<file path="config.mk">
export PLATFORM = sky130hd
export DESIGN_NAME = verici_genel
export DESIGN_NICKNAME = d
export VERILOG_FILES = /design/src/rtl/verici_genel.sv
export SDC_FILE = /design/constraint.sdc
export NUM_CORES = 1
export LEC_CHECK = 0
export ABC_AREA = 1
export ABC_CLOCK_PERIOD_IN_PS = 3000
export CELL_PAD_IN_SITES_DETAIL_PLACEMENT = 0
export CELL_PAD_IN_SITES_GLOBAL_PLACEMENT = 1
export CORE_ASPECT_RATIO = 1.2
export CORE_MARGIN = 2
export CORE_UTILIZATION = 49
export CTS_CLUSTER_DIAMETER = 50
export DETAILED_ROUTE_END_ITERATION = 10
export DONT_BUFFER_PORTS = 1
export PLACE_DENSITY_LB_ADDON = 0.1
export SLEW_MARGIN = 20
export SYNTH_ARGS = -nofsm -noshare
export SYNTH_HDL_FRONTEND = slang
export SYNTH_SLANG_ARGS = --single-unit
</file>
<file path="constraint.sdc">
create_clock -name clk -period 3 [get_ports clk]
set_input_delay 0.6 -clock clk [delete_from_list [all_inputs] [get_ports clk]]
set_output_delay 0.6 -clock clk [all_outputs]
set_load 0.005 [all_outputs]
</file>
<file path="src/rtl/verici_genel.sv">
// verici_genel: word transmitter sending one parallel beat or N/K serial K-bit
// beats (MSB- or LSB-chunk first) over a valid/ready handshake.
module verici_genel #(
    parameter int unsigned N = 12,
    parameter int unsigned K = 3
) (
    input  logic         clk,
    input  logic         rst,
    input  logic         basla,
    input  logic         mod,
    input  logic         yon,
    input  logic [N-1:0] gelen_veri,
    input  logic         alici_hazir,
    output logic [N-1:0] cikan_veri,
    output logic         gecerli,
    output logic         bitti,
    output logic         mesgul
);

    localparam int unsigned BEATS = N / K;
    localparam int unsigned CW    = (BEATS > 1) ? $clog2(BEATS) : 1;
    localparam logic [N-1:0] MASK = ~({N{1'b1}} << K);

    typedef enum logic {BOSTA, GONDER} state_t;

    state_t         state_q, state_d;
    logic [CW-1:0]  sayac_q, sayac_d;
    logic [N-1:0]   veri_q, veri_d;
    logic           mod_q, mod_d;
    logic           yon_q, yon_d;
    logic [N-1:0]   cikan_q, cikan_d;
    logic           gecerli_q, gecerli_d;
    logic           bitti_q, bitti_d;
    logic           mesgul_q, mesgul_d;

    // Select beat i of a word; parallel mode (or K == N) yields the whole word.
    function automatic logic [N-1:0] beat_sec(input logic [N-1:0] w, input logic m,
                                              input logic y, input logic [CW-1:0] i);
        int unsigned sh;
        if (!m || BEATS == 1) return w;
        sh = y ? K * 32'(i) : N - K - K * 32'(i);
        return (w >> sh) & MASK;
    endfunction

    // State and output registers; reset discards any partial transfer.
    always_ff @(posedge clk or posedge rst) begin
        if (rst) begin
            state_q   <= BOSTA;
            sayac_q   <= '0;
            veri_q    <= '0;
            mod_q     <= 1'b0;
            yon_q     <= 1'b0;
            cikan_q   <= '0;
            gecerli_q <= 1'b0;
            bitti_q   <= 1'b0;
            mesgul_q  <= 1'b0;
        end else begin
            state_q   <= state_d;
            sayac_q   <= sayac_d;
            veri_q    <= veri_d;
            mod_q     <= mod_d;
            yon_q     <= yon_d;
            cikan_q   <= cikan_d;
            gecerli_q <= gecerli_d;
            bitti_q   <= bitti_d;
            mesgul_q  <= mesgul_d;
        end
    end

    // Next-state and next-output logic; bitti_q marks the beat on display as the last one.
    always_comb begin
        state_d   = state_q;
        sayac_d   = sayac_q;
        veri_d    = veri_q;
        mod_d     = mod_q;
        yon_d     = yon_q;
        cikan_d   = cikan_q;
        gecerli_d = gecerli_q;
        bitti_d   = bitti_q;
        mesgul_d  = mesgul_q;
        unique case (state_q)
            BOSTA: begin
                gecerli_d = 1'b0;
                bitti_d   = 1'b0;
                mesgul_d  = 1'b0;
                if (basla) begin
                    veri_d    = gelen_veri;
                    mod_d     = mod;
                    yon_d     = yon;
                    sayac_d   = '0;
                    cikan_d   = beat_sec(gelen_veri, mod, yon, '0);
                    gecerli_d = 1'b1;
                    mesgul_d  = 1'b1;
                    bitti_d   = !mod || (BEATS == 1);
                    state_d   = GONDER;
                end
            end
            GONDER: begin
                if (alici_hazir) begin
                    if (bitti_q) begin
                        gecerli_d = 1'b0;
                        bitti_d   = 1'b0;
                        mesgul_d  = 1'b0;
                        state_d   = BOSTA;
                    end else begin
                        sayac_d = sayac_q + CW'(1);
                        cikan_d = beat_sec(veri_q, mod_q, yon_q, sayac_d);
                        bitti_d = (sayac_d == CW'(BEATS - 1));
                    end
                end
            end
            default: state_d = BOSTA;
        endcase
    end

    assign cikan_veri = cikan_q;
    assign gecerli    = gecerli_q;
    assign bitti      = bitti_q;
    assign mesgul     = mesgul_q;

endmodule

</file>
==> metrics.yaml, run 1 <==
die-area_um2: 4420
fp.dieH_um: 72.4
tns_ns: 0
syn-cell-area_um2: 1910
grt_pass1_vias: 1608
cp.arrival_ns: 2.26
viasPerCell: 5.31
fin_crit_sh: 0.686
crit_required_ns: 3.20
synthCells: 260
fin_area_um2: 2000
cpPeakStageDelay_ns: 0.48
p_per_area_nw_per_um2: 1230
synth.distinct_cells: 28
overflow: 0
fin_crit_ns: 2.06
clockRootBuffer: "clkbuf_8"
status: "complete, no violations"
max-vdd-ir-drop_mv: 0.506
p_total_mw: 2.46
route.detailed.drc: 0
critPathMostFrequentCell: "nand3_1"
postRouteWirelength_um: 4340
antenna_found_initial: 0
dpl_cell_area_um2: 1930
gr-usage-all-layers: 0.223
hold_viol_final: 0
final_cell_mix: "nand2_1 (73), nand3_1 (34), dfrtp_1 (31), inv_1 (23), nor2_1 (21)"
start_kind: "flop"
htree_levels: 2
initial_core_util: 0.518
ios: 33
drt_first_iter_violations: 128
wire_per_inst_um: 13.9
cts_tree: "done"
clock-sinks: 31
fin_util: 0.543
p_leak_nw: 0.976
maxSlewViolCount: 0
drtPass1Iterations: 5
area_growth_pct: 4.77
ys_seq_elements: 31
tightest_slew_ns: 0.489
clk_latency_ns: 0.27
endpoint_kind: "flop"
cp_top_family: "flip-flops"
placed_cells: 306
hp-class: "input pin to asynchronous set/reset pin"
crit_fanout: 8
dp_hpwl_um: 3290
vias: 1658
cap_violations: 0
grt_pass1_wl_um: 7400
skew_ns: 0.00423
slew_headroom: 0.673
synth_nets: 283
setup_viol: 0
diodes: 0
coreArea_um2: 3690
row_count: 24
ant_nets: 0
avgSynthCellArea_um2: 7.36
clk_pin_slew_worst_paths_ns: 0.06
yosysWarningCount: 0
grt_max_degree: 32
synth-seq-area-share: 0.405
place_congestion: 0.815
layout_commonest_cell: "nand2_1"
fp.dieW_um: 61.0
worstSetupPathType: "flop to flop"
grt_setup_unrepaired: "no"
path_buf_inv: 2
cts_buffers: 5
ctsResizeCount: 0
cts_max_path_buffers: 2
slowest_stage: "dfrtp_1"
nFillCells: 375
final_cells: 312
max_freq_ghz: 0.486
cts_setup_buffers: 0
hold_buffers: 0
critical_path.cell_chain: "inv_2, ha_1, xor2_2, inv_2, nand3_1, nand3_1, nand3_1, nand3_1, a21oi_1"
nets: 284
drive_gt1_frac: 0.119
port_buffers: 0
==> Yosys cell counts <==
master / n / area [µm²]
nand2_1: 73 / 274
nand3_1: 34 / 170
dfrtp_1: 31 / 776
inv_1: 23 / 86.3
nor2_1: 21 / 78.8
o21ai_0: 17 / 85.1
nand2_2: 7 / 43.8
a21oi_1: 6 / 30.0
a31oi_1: 6 / 37.5
ha_1: 5 / 62.6
inv_2: 5 / 18.8
o21ai_1: 5 / 25.0
clkbuf_1: 3 / 11.3
nand3_2: 3 / 30.0
o22ai_1: 3 / 18.8
a21oi_2: 2 / 17.5
buf_4: 2 / 15.0
buf_6: 2 / 22.5
nand2_4: 2 / 22.5
nor3_2: 2 / 20.0
a32oi_1: 1 / 8.76
buf_2: 1 / 5.00
buf_8: 1 / 15.0
clkinv_1: 1 / 3.75
nor2_2: 1 / 6.26
nor3_1: 1 / 5.00
o21a_1: 1 / 7.51
xor2_2: 1 / 16.3
==> registers in the layout, summed over array words and instances, names as in the netlist <==
name and flops:
yon_q 1, sayac_q 2, bitti 1, state_q 1, mesgul 1, cikan_veri 12
veri_q 12, mod_q 1
==> routing by layer <==
layer | up-vias | global-route usage | share of wire
met2 | 45 | 0.329 | 0.45
met3 | 7 | 0.0570 | 0.066
met4 | 0 | 0.0870 | 0.014
met5 | - | 0 | 0
li1 | 846 | - | -
met1 | 760 | 0.312 | 0.47
==> area by class of cell <==
type | instances | area (µm²) | share of cell area
Multi-Input combinational cell | 191 | 960 | 0.479
Inverter | 29 | 109 | 0.0543
Tap cell | 52 | 65.1 | 0.0325
Clock buffer | 6 | 72.6 | 0.0362
Sequential cell | 31 | 776 | 0.387
Timing Repair Buffer | 3 | 22.5 | 0.0112
==> through the flow <==
stage	hold WS, ns	worst slack [ns]
after detailed placement	0.498	0.934
after CTS	0.300	0.918
after global routing	0.328	0.760
after floorplan	0.473	1.26
after global placement	0.510	0.906
final	0.287	0.943
==> worst paths after layout <==
path	startpoint	endpoint	slack [ns]	depth (start not counted)
max	sayac_q[0]	cikan_veri[1]	0.94	9
max reg2reg	sayac_q[0]	cikan_veri[1]	0.94	9
min in group clk	gelen_veri[6]	veri_q[6]	0.44	2
min	rst	cikan_veri[11]	0.29	2
max in group asynchronous	rst	cikan_veri[5]	2.41	2
min reg2reg	cikan_veri[11]	cikan_veri[11]	0.51	2
==> where the power goes <==
part,switching (mW),internal (mW)
clock network,0.138,0.154
registers,0.215,0.622
logic,0.865,0.465
==> kinds of logic after synthesis <==
| family | synth area share |
|---|---|
| buffers and inverters | 0.0929 |
| flip-flops | 0.405 |
| adder cells (fa/ha/maj) | 0.0327 |
| AND/OR/NAND/NOR | 0.340 |
| XOR/XNOR | 0.00850 |
| AO/OA/AOI/OAI | 0.120 |
No activity file was read; power rests on OpenSTA's default activity.
==> inputs of run 2 (changes only) <==
- ABC_CLOCK_PERIOD_IN_PS: 3000 -> 1850
- CORE_UTILIZATION: 49 -> 41
- clock period: 3 -> 1.85 ns (I/O delays scaled with it)
==> metrics.yaml, run 2 (synthesis results as in run 1) <==
endpoint_kind: "flop"
die-area_um2: 5230
cts_buffers: 5
status: "complete, no violations"
diodes: 0
cp_top_family: "flip-flops"
skew_ns: 0.00603
placed_cells: 320
overflow: 0
drt_first_iter_violations: 137
power_frac_comb: 0.575
antenna_found_initial: 0
wire_per_inst_um: 14.7
grt_pass1_wl_um: 8260
p_per_area_nw_per_um2: 2020
clockRootBuffer: "clkbuf_8"
coreArea_um2: 4530
fp.dieW_um: 66.4
critical_path.cell_chain: "inv_2, ha_4, xor2_2, buf_4, inv_2, nand3_1, nand3_1, nand3_1, nand3_1, a21oi_1"
maxSlewViolCount: 0
fin_crit_sh: 0.924
fp.dieH_um: 78.8
place_congestion: 0.836
route.detailed.drc: 0
final_cell_mix: "nand2_1 (73), nand3_1 (34), dfrtp_1 (31), nor2_1 (21), inv_1 (20)"
path_buf_inv: 3
start_kind: "flop"
clk_latency_ns: 0.28
cts_max_path_buffers: 2
hp-class: "input pin to asynchronous set/reset pin"
viasPerCell: 5.30
clock-sinks: 31
fin_crit_ns: 1.71
max_freq_ghz: 0.585
slew_headroom: 0.726
ant_nets: 0
setup_viol: 0
p_sw_frac: 0.492
p_leak_nw: 1.03
cpPeakStageDelay_ns: 0.42
cp.arrival_ns: 1.87
tightest_slew_ns: 0.411
power.internal_mw: 2.18
drive_gt1_frac: 0.175
nets: 296
clock_power_share: 0.117
cts_tree: "done"
area_growth_pct: 11.2
tns_ns: 0
gr-usage-all-layers: 0.207
seq_power_share: 0.308
ios: 33
grt_setup_unrepaired: "no"
power_switching_mw: 2.11
worstSetupPathType: "flop to flop"
final_cells: 332
max-vdd-ir-drop_mv: 0.843
vias: 1760
dp_hpwl_um: 3590
port_buffers: 0
clk_pin_slew_worst_paths_ns: 0.06
grt_pass1_vias: 1714
fin_util: 0.470
grt_max_degree: 32
slowest_stage: "dfrtp_1"
postRouteWirelength_um: 4880
layout_commonest_cell: "nand2_1"
row_count: 27
cap_violations: 0
htree_levels: 2
hold_viol_final: 0
drtPass1Iterations: 4
crit_required_ns: 2.02
critPathMostFrequentCell: "nand3_1"
crit_fanout: 8
initial_core_util: 0.423
## run 2: layout make-up
class	instances	area, µm²
Fill cell	498	2400
Multi-Input combinational cell	192	983
Sequential cell	31	776
Inverter	29	109
Timing Repair Buffer	14	105
Clock buffer	7	76.3
Tap cell	58	72.6
Clock inverter	1	5.00
## run 2: stage by stage
step,power [mW],hold slack (ns),cell area [µm²],worst slack (ns)
detailed placement,3.71,0.373,2000,0.0703
floorplan,3.12,0.473,1910,0.113
global placement,3.72,0.373,2000,0.0707
finish,4.29,0.0639,2130,0.140
CTS,4.23,0.0645,2080,0.0524
global route,4.75,0.0980,2130,0.0203
## run 2: timing repair
item / CTS / global route
setup buffers: 0 / 3
gates resized for setup: 0 / 5
hold endpoints to repair: 0 / 0
hold buffers: 0 / 0
setup endpoints to repair: 0 / 7
## run 2: power by group through the flow
stage                     combinational, mW  clock, mW  sequential [mW]
after detailed placement               2.38          0             1.33
after CTS                              2.38      0.523             1.32
final                                  2.47      0.502             1.32
after floorplan                        1.88          0             1.24
after global routing                   2.84      0.548             1.37
after global placement                 2.39          0             1.33
## run 2: path summary, 6_finish.rpt
check / end / cells after the start / slack, ns / startpoint
min in group clk: veri_q[5] / 2 / 0.20 / gelen_veri[5]
max: cikan_veri[1] / 10 / 0.14 / sayac_q[1]
max reg2reg: cikan_veri[1] / 10 / 0.14 / sayac_q[1]
min reg2reg: cikan_veri[9] / 2 / 0.51 / cikan_veri[9]
max in group asynchronous: cikan_veri[5] / 2 / 1.49 / rst
min: cikan_veri[10] / 2 / 0.06 / rst
## run 2: metal layers
layer | share of wire | GRT usage | vias up
li1 | - | - | 874
met1 | 0.46 | 0.281 | 829
met2 | 0.47 | 0.322 | 49
met3 | 0.053 | 0.0425 | 8
met4 | 0.017 | 0.0776 | 0
met5 | 0 | 0 | -
